File: config.mk
export PLATFORM = sky130hd
export DESIGN_NAME = cu_sequencer
export DESIGN_NICKNAME = d
export VERILOG_FILES = /design/src/rtl/cu_sequencer.sv
export SDC_FILE = /design/constraint.sdc
export NUM_CORES = 1
export LEC_CHECK = 0
export BUFFER_PORTS_ARGS = -buffer_cell sky130_fd_sc_hd__buf_2
export CAP_MARGIN = 20
export CORE_MARGIN = 2
export CORE_UTILIZATION = 57
export CTS_CLUSTER_SIZE = 24
export DETAILED_ROUTE_END_ITERATION = 12
export PLACE_DENSITY = 0.94
export SYNTH_ARGS = -nofsm -noshare
export SYNTH_HDL_FRONTEND = slang
export SYNTH_SLANG_ARGS = --single-unit
export TNS_END_PERCENT = 100
File: constraint.sdc
create_clock -name clk -period 6.29 [get_ports clk]
set_clock_uncertainty 0.2 [all_clocks]
set_input_delay 1.258 -clock clk [delete_from_list [all_inputs] [get_ports clk]]
set_output_delay 1.258 -clock clk [all_outputs]
set_load 0.005 [all_outputs]
File: src/rtl/cu_sequencer.sv
`default_nettype none
// cu_sequencer: micro-sequenced control unit (fetch/dispatch, control word, branch
// condition, memory wait-state handshake with bus watchdog). Optional IRQ entry: CU_IRQ_EN.
module cu_sequencer #(
  parameter int OPCODE_W = 5,
  parameter int COND_W   = 3,
  parameter int SEL_W    = 4,
  parameter int ALU_W    = 3,
  parameter int WDOG_W   = 8
) (
  input  logic                clk,
  input  logic                rst,
  input  logic [OPCODE_W-1:0] opcode,
  input  logic [COND_W-1:0]   cond,
  input  logic                N,
  input  logic                Z,
  input  logic                C,
  input  logic                V,
  input  logic                mem_ready,
`ifdef CU_IRQ_EN
  input  logic                irq,
`endif
  output logic [10:0]         load_en,
  output logic                PCINC,
  output logic [ALU_W-1:0]    ALUSEL,
  output logic [SEL_W-1:0]    SYSTEMBUSSEL,
  output logic                mem_req,
  output logic                instr_done,
  output logic                ill_op,
  output logic                bus_err,
  output logic [5:0]          state
);

  localparam int LD_RSEL = 10, LD_ROP1 = 9, LD_ROP2 = 8, LD_TR = 7, LD_AR = 6, LD_PC = 5;
  localparam int LD_DR = 4, LD_AC = 3, LD_IR = 2, LD_GPR = 1, LD_MEM = 0;

  localparam logic [SEL_W-1:0] BUS_PC   = SEL_W'(0);
  localparam logic [SEL_W-1:0] BUS_DR   = SEL_W'(1);
  localparam logic [SEL_W-1:0] BUS_AC   = SEL_W'(3);
  localparam logic [SEL_W-1:0] BUS_MEM  = SEL_W'(4);
  localparam logic [SEL_W-1:0] BUS_TR   = SEL_W'(5);
  localparam logic [SEL_W-1:0] BUS_ROP1 = SEL_W'(6);
  localparam logic [SEL_W-1:0] BUS_ROP2 = SEL_W'(7);
  localparam logic [SEL_W-1:0] BUS_GPR1 = SEL_W'(8);

  localparam logic [ALU_W-1:0] ALU_ADD = ALU_W'(0);
  localparam logic [ALU_W-1:0] ALU_SUB = ALU_W'(1);
  localparam logic [ALU_W-1:0] ALU_MUL = ALU_W'(2);
  localparam logic [ALU_W-1:0] ALU_LSR = ALU_W'(3);
  localparam logic [ALU_W-1:0] ALU_AND = ALU_W'(4);
  localparam logic [ALU_W-1:0] ALU_OR  = ALU_W'(5);
  localparam logic [ALU_W-1:0] ALU_MVN = ALU_W'(6);

  // Last count value seen before the watchdog would reach all-ones.
  localparam logic [WDOG_W-1:0] WDOG_EXP = {{(WDOG_W-1){1'b1}}, 1'b0};

  typedef enum logic [5:0] {
    S_FETCH1, S_FETCH2, S_FETCH3, S_NOP1, S_MOV1, S_AMOV1, S_AMOV2, S_LDR1, S_LDR2,
    S_ALDR1, S_ALDR2, S_ALDR3, S_ALDR4, S_STR1, S_STR2, S_STR3, S_STR4,
    S_ASTR1, S_ASTR2, S_ASTR3, S_ASTR4, S_CMP1, S_B1,
    S_ADD1, S_ADD2, S_SUB1, S_SUB2, S_MUL1, S_MUL2, S_LSR1, S_LSR2,
    S_AND1, S_AND2, S_ORR1, S_ORR2, S_MVN1, S_MVN2
`ifdef CU_IRQ_EN
    , S_IRQ1, S_IRQ2
`endif
  } state_t;

  state_t              st;
  state_t              route;
  state_t              dispatch;
  logic [WDOG_W-1:0]   wdog;
  logic                bus_err_r;
  logic [10:0]         ld;
  logic                pcinc;
  logic [ALU_W-1:0]    alu;
  logic [SEL_W-1:0]    bus;
  logic                mem_step;
  logic                last;
  logic                ill;
  logic                illegal;
  logic                taken;
  logic                advance;
  logic                unused_c;

  assign unused_c = C;

  always_comb begin
    taken = 1'b0;
    case (int'(cond))
      0:       taken = 1'b1;
      1:       taken = Z;
      2:       taken = !Z;
      3:       taken = !Z && (N == V);
      4:       taken = (N != V);
      5:       taken = (N == V);
      6:       taken = Z || (N != V);
      default: taken = 1'b0;
    endcase
  end

  always_comb begin
    dispatch = S_NOP1;
    illegal  = 1'b0;
    case (int'(opcode))
      0:       dispatch = S_NOP1;
      1:       dispatch = S_MOV1;
      2:       dispatch = S_AMOV1;
      3:       dispatch = S_LDR1;
      4:       dispatch = S_ALDR1;
      5:       dispatch = S_STR1;
      6:       dispatch = S_ASTR1;
      7:       dispatch = S_CMP1;
      8:       dispatch = S_B1;
      9:       dispatch = S_ADD1;
      10:      dispatch = S_SUB1;
      11:      dispatch = S_MUL1;
      12:      dispatch = S_LSR1;
      13:      dispatch = S_AND1;
      14:      dispatch = S_ORR1;
      15:      dispatch = S_MVN1;
      default: illegal  = 1'b1;
    endcase
  end

  always_comb begin
    ld       = '0;
    pcinc    = 1'b0;
    alu      = ALU_ADD;
    bus      = BUS_PC;
    mem_step = 1'b0;
    last     = 1'b0;
    ill      = 1'b0;
    route    = S_FETCH1;
    case (st)
      S_FETCH1: begin ld[LD_AR] = 1'b1; route = S_FETCH2; end
      S_FETCH2: begin
        ld[LD_DR] = 1'b1; pcinc = 1'b1; bus = BUS_MEM; mem_step = 1'b1; route = S_FETCH3;
      end
      S_FETCH3: begin
        ld[LD_IR] = 1'b1; ld[LD_RSEL] = 1'b1; ld[LD_ROP1] = 1'b1; ld[LD_ROP2] = 1'b1;
        bus = BUS_DR; ill = illegal; route = dispatch;
      end
      S_NOP1:  last = 1'b1;
      S_MOV1:  begin ld[LD_GPR] = 1'b1; bus = BUS_ROP2; last = 1'b1; end
      S_AMOV1: begin ld[LD_TR] = 1'b1; bus = BUS_ROP2; route = S_AMOV2; end
      S_AMOV2: begin ld[LD_GPR] = 1'b1; bus = BUS_TR; last = 1'b1; end
      S_LDR1:  begin ld[LD_AR] = 1'b1; bus = BUS_ROP2; route = S_LDR2; end
      S_LDR2:  begin ld[LD_GPR] = 1'b1; bus = BUS_MEM; last = 1'b1; end
      S_ALDR1: begin ld[LD_AR] = 1'b1; bus = BUS_ROP2; route = S_ALDR2; end
      S_ALDR2: begin ld[LD_TR] = 1'b1; bus = BUS_ROP1; route = S_ALDR3; end
      S_ALDR3: begin ld[LD_DR] = 1'b1; bus = BUS_MEM; mem_step = 1'b1; route = S_ALDR4; end
      S_ALDR4: begin ld[LD_GPR] = 1'b1; bus = BUS_DR; last = 1'b1; end
      S_STR1:  begin ld[LD_AR] = 1'b1; bus = BUS_ROP2; route = S_STR2; end
      S_STR2:  begin ld[LD_TR] = 1'b1; bus = BUS_GPR1; route = S_STR3; end
      S_STR3:  begin ld[LD_DR] = 1'b1; bus = BUS_TR; route = S_STR4; end
      S_STR4:  begin ld[LD_MEM] = 1'b1; bus = BUS_DR; mem_step = 1'b1; last = 1'b1; end
      S_ASTR1: begin ld[LD_AR] = 1'b1; bus = BUS_ROP1; route = S_ASTR2; end
      S_ASTR2: begin ld[LD_TR] = 1'b1; bus = BUS_ROP2; route = S_ASTR3; end
      S_ASTR3: begin ld[LD_DR] = 1'b1; bus = BUS_TR; route = S_ASTR4; end
      S_ASTR4: begin ld[LD_MEM] = 1'b1; bus = BUS_DR; mem_step = 1'b1; last = 1'b1; end
      S_CMP1:  begin alu = ALU_SUB; last = 1'b1; end
      S_B1:    begin ld[LD_PC] = taken; bus = BUS_ROP2; last = 1'b1; end
      S_ADD1:  begin ld[LD_AC] = 1'b1; alu = ALU_ADD; route = S_ADD2; end
      S_SUB1:  begin ld[LD_AC] = 1'b1; alu = ALU_SUB; route = S_SUB2; end
      S_MUL1:  begin ld[LD_AC] = 1'b1; alu = ALU_MUL; route = S_MUL2; end
      S_LSR1:  begin ld[LD_AC] = 1'b1; alu = ALU_LSR; route = S_LSR2; end
      S_AND1:  begin ld[LD_AC] = 1'b1; alu = ALU_AND; route = S_AND2; end
      S_ORR1:  begin ld[LD_AC] = 1'b1; alu = ALU_OR;  route = S_ORR2; end
      S_MVN1:  begin ld[LD_AC] = 1'b1; alu = ALU_MVN; route = S_MVN2; end
      S_ADD2, S_SUB2, S_MUL2, S_LSR2, S_AND2, S_ORR2, S_MVN2: begin
        ld[LD_GPR] = 1'b1; bus = BUS_AC; last = 1'b1;
      end
`ifdef CU_IRQ_EN
      S_IRQ1:  begin ld[LD_TR] = 1'b1; bus = BUS_PC; route = S_IRQ2; end
      S_IRQ2:  begin ld[LD_PC] = 1'b1; bus = BUS_PC; end
`endif
      default: ;
    endcase
  end

  // Memory steps only strobe loads and retire in the cycle the bus answers.
  assign advance = !mem_step || mem_ready;

  always_ff @(posedge clk or posedge rst) begin
    if (rst) begin
      st        <= S_FETCH1;
      wdog      <= '0;
      bus_err_r <= 1'b0;
    end else if (mem_step && !mem_ready) begin
      if (wdog == WDOG_EXP) begin
        bus_err_r <= 1'b1;
        wdog      <= '0;
        st        <= S_FETCH1;
      end else begin
        wdog <= wdog + WDOG_W'(1);
      end
    end else begin
      wdog <= '0;
`ifdef CU_IRQ_EN
      st   <= (last && irq) ? S_IRQ1 : route;
`else
      st   <= route;
`endif
    end
  end

  assign load_en      = (rst || !advance) ? 11'd0 : ld;
  assign PCINC        = !rst && advance && pcinc;
  assign ALUSEL       = rst ? '0 : alu;
  assign SYSTEMBUSSEL = rst ? '0 : bus;
  assign mem_req      = !rst && mem_step;
  assign instr_done   = !rst && last && advance;
  assign ill_op       = !rst && ill;
  assign bus_err      = !rst && bus_err_r;
  assign state        = rst ? 6'd0 : st;

endmodule
`default_nettype wire
Word level (Yosys, flattened, before mapping)
Cells that the tools add are included.
{ "totals": {"output_inout_bits": 29, "reg_bits": 15, "input_bits": 15} }
{ "op_classes": {"muxes": 27, "n_eq_ne": 61, "n_reduce_logical": 37, "add_sub_neg": 1} }
{ "ops": {"columns": ["operator", "n"], "rows": [
  ["one-hot mux 6 bit (21 select lines)", 1],
  ["equality test 6 x 5 -> 1 bit, second input constant", 16],
  ["one-hot mux 6 bit (15 select lines)", 1],
  ["equality test 6 x 4 -> 1 bit, second input constant", 8],
  ["equality test 5 x 4 -> 1 bit, second input constant", 8],
  ["OR reduction 16 bit", 2],
  ["equality test 6 bit, second input constant", 5],
  ["one-hot mux 4 bit (7 select lines)", 1],
  ["equality test 6 x 3 -> 1 bit, second input constant", 4],
  ["OR reduction 7 bit", 3],
  ["equality test 5 x 3 -> 1 bit, second input constant", 4],
  ["two-way mux 6 bit", 3],
  ["one-hot mux 3 bit (6 select lines)", 1],
  ["two-way mux 8 bit", 2],
  ["OR reduction 4 bit", 4],
  ["two-way mux 1 bit", 13],
  ["equality test 6 x 2 -> 1 bit, second input constant", 2],
  ["two-way mux 11 bit", 1],
  ["OR reduction 11 bit", 1],
  ["equality test 5 x 2 -> 1 bit, second input constant", 2],
  ["equality test 3 bit, second input constant", 3],
  ["logical AND 1 bit", 9],
  ["adder 8 x 1 -> 8 bit, second input constant", 1],
  ["equality test 8 bit, second input constant", 1],
  ["19 further kinds", 30]
]} }

Depth between registers and ports, before layout
Gate-level depths: netlist (run 1).
{ "logic_depth": {"depth_word": 8, "mapped_depth": 7} }

Least setup slack after synthesis (run 1)
Ideal clock, no wire load.
{ "synth_timing": {"path_kind": "in2out", "startpoint": "in rst", "endpoint": "out load_en[1]", "arrival_ps": 2331, "path_stages": 3, "path_slack_ps": 2501, "cell_sequence": "inv_1 -> o31ai_1 -> a2111oi_0"} }
{ "synth_between": {"elab_chain_cells": 2} }
{ "synth_rtl": {"columns": ["element", "line_no", "text"], "rows": [
  ["start: declaration", "12", "input logic rst,"],
  ["logical OR 1 bit", "207", "assign load_en = (rst || !advance) ? 11'd0 : ld;"],
  ["two-way mux 11 bit", "207", null],
  ["end: declaration", "23", "output logic [10:0] load_en,"]
]} }
Every way passes these cells.

Final worst setup path (run 1)
Ends and elaborated chain as after synthesis.

==> metrics.md, run 1 <==
| Metric | Value |
|---|---|
| Final setup violation count | `0` |
| Number of antenna violations at the first check in global routing | `0` |
| Startpoint Class | `input port` |
| Max incr delay on CP | `0.47 ns` |
| Hold EP | `bus_err_r$_DFFE_PP0P_` |
| Worst VDD drop | `0.278 mV` |
| Total Routed Length | `4.36 mm` |
| Slowest cell on crit path | `inv_1` |
| Achievable Freq | `0.229 GHz` |
| Clock transition at path regs | `0.07 ns` |
| Minimum clock period after layout | `4.36 ns` |
| Period utilisation layout | `69.3%` |
| RR Endpoint | `st[0]$_DFFE_PP0P_` |
| Actual slew at the worst max-slew pin | `0.885 ns` |
| Slew HR | `41.0%` |
| H-Tree Depth | `1` |
| P_leak | `0.788 nW` |
| Critical Path AT | `2.90 ns` |
| Post-synthesis cell type count | `51` |
| Most used cell, CP | `buf_2` |
| Post-CTS Setup Inserts | `0` |
| Ant diodes | `0` |
| Hold path startpoint | `bus_err_r$_DFFE_PP0P_` |
| Worst hold path type | `reg2reg` |
| Hold Vio Cnt, Final | `0` |
| CP Capture Type | `output port` |
| Critical path fanouts, max | `17` |
| Clock buffer depth | `2` |
| Critical path's top delay family | `buffers and inverters` |
| Post_cts resized | `0` |
| Die ar. | `3250 µm²` |
| Syn Area/Cell | `6.88 µm²` |
| Largest net degree at the start of global routing | `29` |
| Worst R2R Start | `st[0]$_DFFE_PP0P_` |
| Reg2Reg Depth | `5` |
| I/O pins | `44` |
| Post-Syn Area | `1600 µm²` |
| Post-route setup TNS | `0 ns` |
| Top_reg_cell synth | `dfrtp_1` |
| RePlAce Congestion | `0.945` |
| Vias after detailed routing | `1887` |
| First-pass DRT Iterations | `5` |
| Vias in the first global route | `1576` |
| RSZ-0062 raised after global routing | `false` |
| Worst path buffer plus inverter count | `3` |
| Crit-path cells | `buf_2, inv_1, o31ai_1, a2111oi_0, buf_2` |
| EDFF count, synth | `0` |
| Final antenna-violating net count | `0` |
| Core Area | `2710 µm²` |
| Fin util | `66.0%` |
| Clock latency on the worst-skew pair | `0.28 ns` |
| Starting Density | `59.1%` |
| Mapped Cells | `233` |
| Die H | `57.0 µm` |
| Vias per cell | `6.48` |
| CTS sink count | `15` |
| Nets | `278` |
| TritonCTS clock tree | `done` |
| Synth warn | `0` |
| Hold depth | `1` |
| Mapped Nets | `250` |
| Status | `complete, no violations` |
| FF+latch count, synth | `15` |
| Rows | `19` |
| TritonCTS Buffers | `3` |
| Seq/Total Area, Yosys | `23.4%` |
| Slew Limit Fails | `0` |
| WP data required | `4.83 ns` |
| Setup slack, reg-to-reg | `3.48 ns` |
| Clock root buffer | `clkbuf_4` |
| Initial drt markers | `200` |
| Max-cap violations | `0` |
| I/O Buffers | `42` |
| Layout cells sized above 1 | `19.6%` |
| Drt drc | `0` |
| Area Growth Syn to Fin | `11.6%` |
| DR WL/cell | `15.0 µm` |
| Hold_buf cts | `0` |
| Die Wd | `57.0 µm` |
| Synth async-reset ratio | `100%` |
| Total GRT Usage | `27.4%` |
| PD cells | `415 nW/µm²` |
| First-pass GRT wire length | `7.18 mm` |
| Fillcell total | `243` |
| Post-DP HPWL | `3.04 mm` |
| Worst Setup Path Type | `in2out` |
| Gr ovfl total | `0` |
-- state kept, by name, summed over array words and instances, names as in the netlist --
signal,flops
st,6
bus_err_r,1
wdog,8
-- placed cells by master (no fill, tap or decap), drive strengths merged, types with 3 or more instances in the layout --
cell / count
buf: 42
nor2: 31
nand2: 27
a21oi: 18
o21ai: 16
dfrtp: 15
nand3: 10
nor3: 10
inv: 6
nor2b: 6
nor4: 6
xor2: 5
xnor2: 5
clkinv: 4
o22ai: 4
a211oi: 4
a31oi: 4
o31ai: 4
clkbuf: 4
or3: 3
-- where the power goes --
group	internal, mW	leakage (nW)	switching (mW)
clock	0.0246	0.0150	0.0276
sequential	0.113	0.204	0.102
combinational	0.202	0.569	0.272
-- synth_stat cells (all sizes together) (2+ instances only) --
cell | n | area [µm²]
ha | 2 | 25.0
and2b | 2 | 16.3
nor2 | 31 | 116
nor4 | 6 | 37.5
o31ai | 4 | 30.0
a21oi | 18 | 90.1
xor2 | 5 | 43.8
and3 | 2 | 12.5
xnor2 | 5 | 43.8
nor3 | 10 | 50.1
clkinv | 4 | 15.0
o21ai | 16 | 80.1
or3 | 3 | 18.8
nand3b | 2 | 15.0
a31oi | 4 | 25.0
a22o | 2 | 17.5
o32ai | 2 | 17.5
nand2 | 27 | 101
nand2b | 2 | 12.5
a211oi | 4 | 30.0
nand3 | 10 | 50.1
o22ai | 4 | 25.0
clkbuf | 12 | 45.0
buf | 7 | 45.0
inv | 6 | 22.5
nor2b | 6 | 37.5
dfrtp | 15 | 375
o221ai | 2 | 17.5
o32a | 2 | 32.5
-- through the flow --
step	hold slack [ns]	power [mW]	setup WS [ns]	std cells	cell area [µm²]
6_report	0.266	0.741	1.93	291	1790
5_1_grt	0.297	0.803	1.75	291	1790
4_1_cts	0.263	0.724	1.90	291	1790
3_5_place_dp	0.243	0.669	1.90	287	1760
3_3_place_gp	0.243	0.658	1.92	287	1760
2_1_floorplan	0.220	0.552	2.50	233	1600
-- cell type report --
| class | count | area, µm² | area share (%) |
|---|---|---|---|
| Multi-Input combinational cell | 189 | 1100 | 61.5 |
| Tap cell | 31 | 38.8 | 2.17 |
| Timing Repair Buffer | 42 | 210 | 11.8 |
| Inverter | 10 | 37.5 | 2.10 |
| Clock buffer | 4 | 26.3 | 1.47 |
| Sequential cell | 15 | 375 | 21.0 |
-- worst max-delay path by stage --
stage               startpoint    endpoint  depth (start not counted)
finish                     rst  load_en[1]                          5
global route               rst  load_en[1]                          5
CTS                        rst  load_en[1]                          5
detailed placement         rst  load_en[1]                          5
global placement           rst  load_en[1]                          5
floorplan                  rst  load_en[1]                          3
-- logic make-up after synthesis --
| group | count (synthesis) | synth area share (%) |
|---|---|---|
| muxes | 2 | 1.33 |
| DFF | 15 | 23.4 |
| AOI/OAI and AO/OA | 70 | 29.1 |
| adders and majority gates | 2 | 1.56 |
| and+or+nand+nor | 105 | 31.1 |
| xor gates and xnor gates | 10 | 5.46 |
| buffers and inverters | 29 | 7.96 |
-- per-layer routing --
metal | up-vias | share of wire, % | global-route usage [%]
met5 | - | 0 | 0
met4 | 0 | 0.92 | 7.64
met3 | 8 | 15 | 7.03
met2 | 156 | 46 | 42.9
met1 | 821 | 38 | 38.0
li1 | 902 | - | -
Power figures use the tool's default switching activity.
==> run 2: changes to the inputs <==
Settings changed: CORE_UTILIZATION 57 to 53, PLACE_DENSITY 0.94 to 0.89.
Clock period 6.29 ns to 4.15 ns, I/O delays scaled along.
==> metrics.md, run 2 (synthesized netlist as in run 1, its figures left out) <==
| Metric | Value |
|---|---|
| Nets | `282 (+1.4%)` |
| Most frequent cells in the layout | `buf_2 (42), nor2_1 (31), nand2_1 (27), a21oi_1 (18), o21ai_0 (16)` |
| DP Worst Slack | `0.833 ns (-1.06 ns)` |
| Max-cap violations | `0 (unchanged)` |
| Internal power | `0.532 mW (+56%)` |
| Hold EP | `bus_err_r$_DFFE_PP0P_` |
| Post-route setup TNS | `0 ns (unchanged)` |
| Post-CTS Setup Inserts | `0 (unchanged)` |
| Failing checks | `DRC` |
| Slew Limit Fails | `0 (unchanged)` |
| Worst VDD drop | `0.291 mV (+4.7%)` |
| Clock latency on the worst-skew pair | `0.28 ns (about the same)` |
| Initial drt markers | `241 (+21%)` |
| Startpoint Class | `flop` |
| Achievable Freq | `0.271 GHz` |
| Hold path startpoint | `bus_err_r$_DFFE_PP0P_` |
| Clock buffer depth | `2 (unchanged)` |
| Final antenna-violating net count | `0 (unchanged)` |
| Finished Cell Area | `1820 µm² (+1.7%)` |
| Vias per cell | `6.32 (-2.6%)` |
| P_leak | `0.811 nW (+2.9%)` |
| Commonest non-fill, non-tap cell in the layout | `buf_2` |
| Post_cts resized | `0 (unchanged)` |
| DR WL/cell | `15.1 µm (+0.48%)` |
| Combinational fraction of design power | `69.8% (+5.8 points)` |
| Worst Setup Path Type | `reg2out` |
| Worst hold path type | `reg2reg` |
| Gr ovfl total | `0 (unchanged)` |
| Clock share of power | `7.2% (+0.2 points)` |
| Total Routed Length | `4.44 mm (+1.9%)` |
| Actual slew at the worst max-slew pin | `0.706 ns (-0.180 ns)` |
| Area Growth Syn to Fin | `13.5%` |
| RR Endpoint | `st[4]$_DFFE_PP0P_` |
| CTS sink count | `15 (unchanged)` |
| RePlAce Congestion | `0.934 (-1.2%)` |
| Sw Share | `53.1% (-0.97 points)` |
| Hold_buf cts | `0 (unchanged)` |
| Status | `finished, violations left` |
| Clock root buffer | `clkbuf_4` |
| Total GRT Usage | `27.3% (-0.15 points)` |
| PD cells | `624 nW/µm² (+51%)` |
| Hold depth | `1 (unchanged)` |
| Worst setup margin | `0.461 ns (-1.47 ns)` |
| Rows | `19 (unchanged)` |
| Critical path fanouts, max | `21 (+4)` |
| Leading registers by flop count | `wdog: 8 flops, st: 6 flops, bus_err_r: 1 flops` |
| Vias after detailed routing | `1864 (-1.2%)` |
| Critical Path AT | `2.66 ns (-0.24 ns)` |
| Max reg flops | `8 (unchanged)` |
| WP data required | `3.12 ns (-1.71 ns)` |
| Die Wd | `59.0 µm (+3.4%)` |
| Layout cells sized above 1 | `21.2% (+1.6 points)` |
| Starting Density | `57.1% (-2.0 points)` |
| Worst R2R Start | `st[4]$_DFFE_PP0P_` |
| Number of antenna violations at the first check in global routing | `0 (unchanged)` |
| First-pass DRT Iterations | `9 (+4)` |
| I/O Buffers | `42 (unchanged)` |
| Clock transition at path regs | `0.09 ns (+0.02 ns)` |
| Reg2Reg Depth | `5 (unchanged)` |
| Minimum clock period after layout | `3.69 ns` |
| Die ar. | `3480 µm² (+7.0%)` |
| H-Tree Depth | `1 (unchanged)` |
| RSZ-0062 raised after global routing | `false` |
| Post-DP HPWL | `3.14 mm (+3.4%)` |
| Setup slack, reg-to-reg | `1.55 ns (-1.93 ns)` |
| Sw power | `0.603 mW (+50%)` |
| TritonCTS Buffers | `3 (unchanged)` |
| I/O pins | `44 (unchanged)` |
| Period utilisation layout | `88.9%` |
| Hold Vio Cnt, Final | `0 (unchanged)` |
| Most flops, register | `wdog` |
| Drt drc | `3 (+3)` |
| TritonCTS clock tree | `done` |
| Slew HR | `52.6% (+12 points)` |
| Sequential share of power | `23.1% (-5.9 points)` |
| CP Capture Type | `output port` |
| Ant diodes | `0 (unchanged)` |
| Vias in the first global route | `1616 (+2.5%)` |
| CP Launch Point | `st[4]$_DFFE_PP0P_` |
| Placed cell area | `1790 µm² (+1.7%)` |
| Die H | `59.0 µm (+3.4%)` |
| Final setup violation count | `0 (unchanged)` |
| Largest net degree at the start of global routing | `23 (-21%)` |
| First-pass GRT wire length | `7.42 mm (+3.4%)` |
| Core Area | `2810 µm² (+3.5%)` |
[run 2: cell types whose count changed in the layout (fill, tap and decap cells not counted), sizes merged]
| cell | delta |
|---|---|
| clkinv | +1 |
| clkbuf | -1 |
| buf | +4 |
[run 2: worst max-delay path, stage by stage (launching register included)]
cell	delay, ns
dfrtp_1	0.75
and2b_1	0.26
a21oi_1	0.06
o32a_4	0.35
o31ai_1	0.59
a2111oi_0	0.18
buf_2	0.18
[run 2: worst max-delay path by stage]
stage          depth (start not counted)         end  slack (ns)
2_1_floorplan                          3  load_en[1]        1.22
3_3_place_gp                           6  load_en[1]        0.85
3_5_place_dp                           6  load_en[1]        0.83
4_1_cts                                6  load_en[1]        0.50
5_1_grt                                6  load_en[2]        0.31
6_report                               6  load_en[1]        0.46
[run 2: cell type report]
type | instances | area, µm²
well taps | 31 | 38.8
multi-input cells | 189 | 1100
clock inverters | 1 | 5.00
clock buffers | 3 | 22.5
repair buffers | 46 | 240
fillers | 265 | 986
inverters | 10 | 37.5
flip-flops and latches | 15 | 375
[run 2: metrics by stage]
step	std cells	util, %	power [mW]	hold slack, ns
floorplan	233	-	0.837	0.220
global placement	291	63.9	1.02	0.246
detailed placement	291	63.9	1.03	0.249
CTS	295	64.9	1.12	0.273
global route	295	64.9	1.23	0.309
finish	295	64.9	1.14	0.266
[run 2: per-layer routing]
| layer | up-vias | GRT usage (%) | wire, µm |
|---|---|---|---|
| met5 | - | 0 | 0 |
| met4 | 0 | 8.12 | 46 |
| met3 | 6 | 3.06 | 346 |
| met2 | 103 | 41.1 | 2070 |
| met1 | 851 | 41.2 | 1970 |
| li1 | 904 | - | - |
[run 2: power groups by stage]
stage,registers [mW],logic (mW),clock network (mW)
after floorplan,0.197,0.640,0
after global placement,0.260,0.763,0
after detailed placement,0.262,0.769,0
after CTS,0.258,0.773,0.0841
after global routing,0.269,0.872,0.0912
final,0.262,0.792,0.0814
==> run 3: changes to the inputs <==
Settings changed: CELL_PAD_IN_SITES_DETAIL_PLACEMENT set to 0, CELL_PAD_IN_SITES_GLOBAL_PLACEMENT set to 1, CORE_UTILIZATION 53 to 37.
==> metrics.md, run 3 (synthesized netlist as in run 1, its figures left out) <==
| Metric | Value |
|---|---|
| Status | `complete, no violations` |
| Nets | `288 (+2.1%)` |
| Worst VDD drop | `0.292 mV (+0.49%)` |
| Gr ovfl total | `0 (unchanged)` |
| Worst hold path type | `reg2reg` |
| Ant diodes | `0 (unchanged)` |
| Core Area | `4090 µm² (+46%)` |
| Final setup violation count | `0 (unchanged)` |
| WP data required | `3.12 ns (about the same)` |
| Die Wd | `69.8 µm (+18%)` |
| Slew Limit Fails | `0 (unchanged)` |
| Area Growth Syn to Fin | `19.0%` |
| Vias in the first global route | `1679 (+3.9%)` |
| Hold Vio Cnt, Final | `0 (unchanged)` |
| Post-CTS Setup Inserts | `0 (unchanged)` |
| Internal power | `0.592 mW (+11%)` |
| CTS sink count | `15 (unchanged)` |
| CP Launch Point | `st[3]$_DFFE_PP0P_` |
| Die ar. | `4870 µm² (+40%)` |
| H-Tree Depth | `1 (unchanged)` |
| Hold path startpoint | `bus_err_r$_DFFE_PP0P_` |
| Post-DP HPWL | `3.29 mm (+4.8%)` |
| Number of antenna violations at the first check in global routing | `0 (unchanged)` |
| Initial drt markers | `212 (-12%)` |
| Vias per cell | `5.80 (-8.3%)` |
| Post-route setup TNS | `0 ns (unchanged)` |
| Worst Setup Path Type | `reg2out` |
| Max reg flops | `8 (unchanged)` |
| Total Routed Length | `4.55 mm (+2.4%)` |
| RePlAce Congestion | `0.837 (-10%)` |
| Combinational fraction of design power | `70.0% (+0.2 points)` |
| Leading registers by flop count | `wdog: 8 flops, st: 6 flops, bus_err_r: 1 flops` |
| Most frequent cells in the layout | `buf_2 (42), nor2_1 (31), nand2_1 (27), a21oi_1 (18), o21ai_0 (16)` |
| Fin util | `46.7% (-18 points)` |
| Commonest non-fill, non-tap cell in the layout | `buf_2` |
| Final antenna-violating net count | `0 (unchanged)` |
| P_leak | `0.848 nW (+4.6%)` |
| Vias after detailed routing | `1855 (-0.48%)` |
| Slowest cell on crit path | `dfrtp_1` |
| Die H | `69.8 µm (+18%)` |
| First-pass DRT Iterations | `4 (-5)` |
| Crit-path cells | `nand2_1, o32a_4, o21ai_0, nor4_1, buf_2` |
| Max-cap violations | `0 (unchanged)` |
| TritonCTS clock tree | `done` |
| Startpoint Class | `flop` |
| Largest net degree at the start of global routing | `23 (unchanged)` |
| Worst R2R Start | `st[3]$_DFFE_PP0P_` |
| TritonCTS Buffers | `3 (unchanged)` |
| Drt drc | `0 (-3)` |
| Actual slew at the worst max-slew pin | `0.680 ns (-0.0252 ns)` |
| Slew HR | `54.2% (+1.6 points)` |
| Clock transition at path regs | `0.06 ns (-0.03 ns)` |
| Clock buffer depth | `2 (unchanged)` |
| Achievable Freq | `0.289 GHz (+6.7%)` |
| Hold EP | `bus_err_r$_DFFE_PP0P_` |
| CP Capture Type | `output port` |
| Critical Path AT | `2.43 ns (-0.23 ns)` |
| Critical path fanouts, max | `22 (+4.8%)` |
| DR WL/cell | `14.2 µm (-5.6%)` |
| RR Endpoint | `st[0]$_DFFE_PP0P_` |
| Post_cts resized | `0 (unchanged)` |
| RSZ-0062 raised after global routing | `false` |
| Total GRT Usage | `18.8% (-8.5 points)` |
| Minimum clock period after layout | `3.46 ns (-0.233 ns)` |
| I/O pins | `44 (unchanged)` |
| Setup slack, reg-to-reg | `1.69 ns (+0.14 ns)` |
| Hold depth | `1 (unchanged)` |
| PD cells | `632 nW/µm² (+1.3%)` |
| Hold_buf cts | `0 (unchanged)` |
| Clock latency on the worst-skew pair | `0.24 ns (-0.04 ns)` |
| Rows | `23 (+4)` |
| Sequential share of power | `20.6% (-2.5 points)` |
| Starting Density | `39.2% (-18 points)` |
| Sw Share | `50.9% (-2.2 points)` |
| Layout cells sized above 1 | `23.0% (+1.8 points)` |
| Clock share of power | `9.4% (+2.2 points)` |
| Worst path buffer plus inverter count | `1 (unchanged)` |
| Most flops, register | `wdog` |
| Critical path's top delay family | `compound AO/OA/AOI/OAI gates` |
| Reg2Reg Depth | `4 (-1)` |
| Max incr delay on CP | `0.76 ns (about the same)` |
| First-pass GRT wire length | `7.73 mm (+4.2%)` |
| Sw power | `0.614 mW (+1.8%)` |
| Clock root buffer | `clkbuf_8` |
| I/O Buffers | `42 (unchanged)` |
| Period utilisation layout | `83.3% (-5.6 points)` |
run 3: cell types whose count changed in the layout (fill, tap and decap cells not counted):
cell      before  now
buf_4          4   10
clkbuf_4       3    0
clkbuf_8       0    3
run 3: worst max-delay path by stage:
| stage | depth (start not counted) | end | slack [ns] |
|---|---|---|---|
| after floorplan | 3 | load_en[1] | 1.22 |
| after global placement | 5 | load_en[5] | 0.99 |
| after detailed placement | 5 | load_en[5] | 1.00 |
| after CTS | 5 | load_en[5] | 0.72 |
| after global routing | 5 | load_en[5] | 0.49 |
| final | 5 | load_en[5] | 0.69 |
run 3: power by group through the flow:
| stage | logic, mW | registers (mW) | clock network [mW] |
|---|---|---|---|
| final | 0.844 | 0.248 | 0.114 |
| after CTS | 0.833 | 0.246 | 0.117 |
| after detailed placement | 0.829 | 0.249 | 0 |
| after global routing | 0.942 | 0.258 | 0.126 |
| after floorplan | 0.640 | 0.197 | 0 |
| after global placement | 0.836 | 0.250 | 0 |
run 3: final cells by class:
cell class	instances	area [µm²]
clock buffer	3	41.3
clock inverter	1	5.00
fill	429	2180
inverter	10	37.5
multi-input combinational	189	1100
sequential	15	375
tap	50	62.6
timing repair buffer	52	285
run 3: through the flow:
stage                     area (µm²)  power, mW  cells  hold slack [ns]  worst slack (ns)
after floorplan                 1600      0.837    233            0.220              1.22
after global placement          1860       1.09    316            0.253             0.991
after detailed placement        1860       1.08    316            0.247              1.00
after CTS                       1910       1.20    320            0.272             0.722
after global routing            1910       1.33    320            0.298             0.492
final                           1910       1.21    320            0.269             0.694
run 3: routing by layer:
| layer | GRT usage [%] | part of all wire (%) | vias to the layer above |
|---|---|---|---|
| li1 | - | - | 912 |
| met1 | 28.0 | 46 | 849 |
| met2 | 26.9 | 44 | 88 |
| met3 | 3.63 | 8.4 | 6 |
| met4 | 5.98 | 1.2 | 0 |
| met5 | 0 | 0 | - |
run 3: worst reg2reg max path: stages (launching register included):
cell and delay [ns]:
dfrtp_1 0.76, nand2_1 0.27, o32a_4 0.32, or4_4 0.59, o21ai_0 0.23
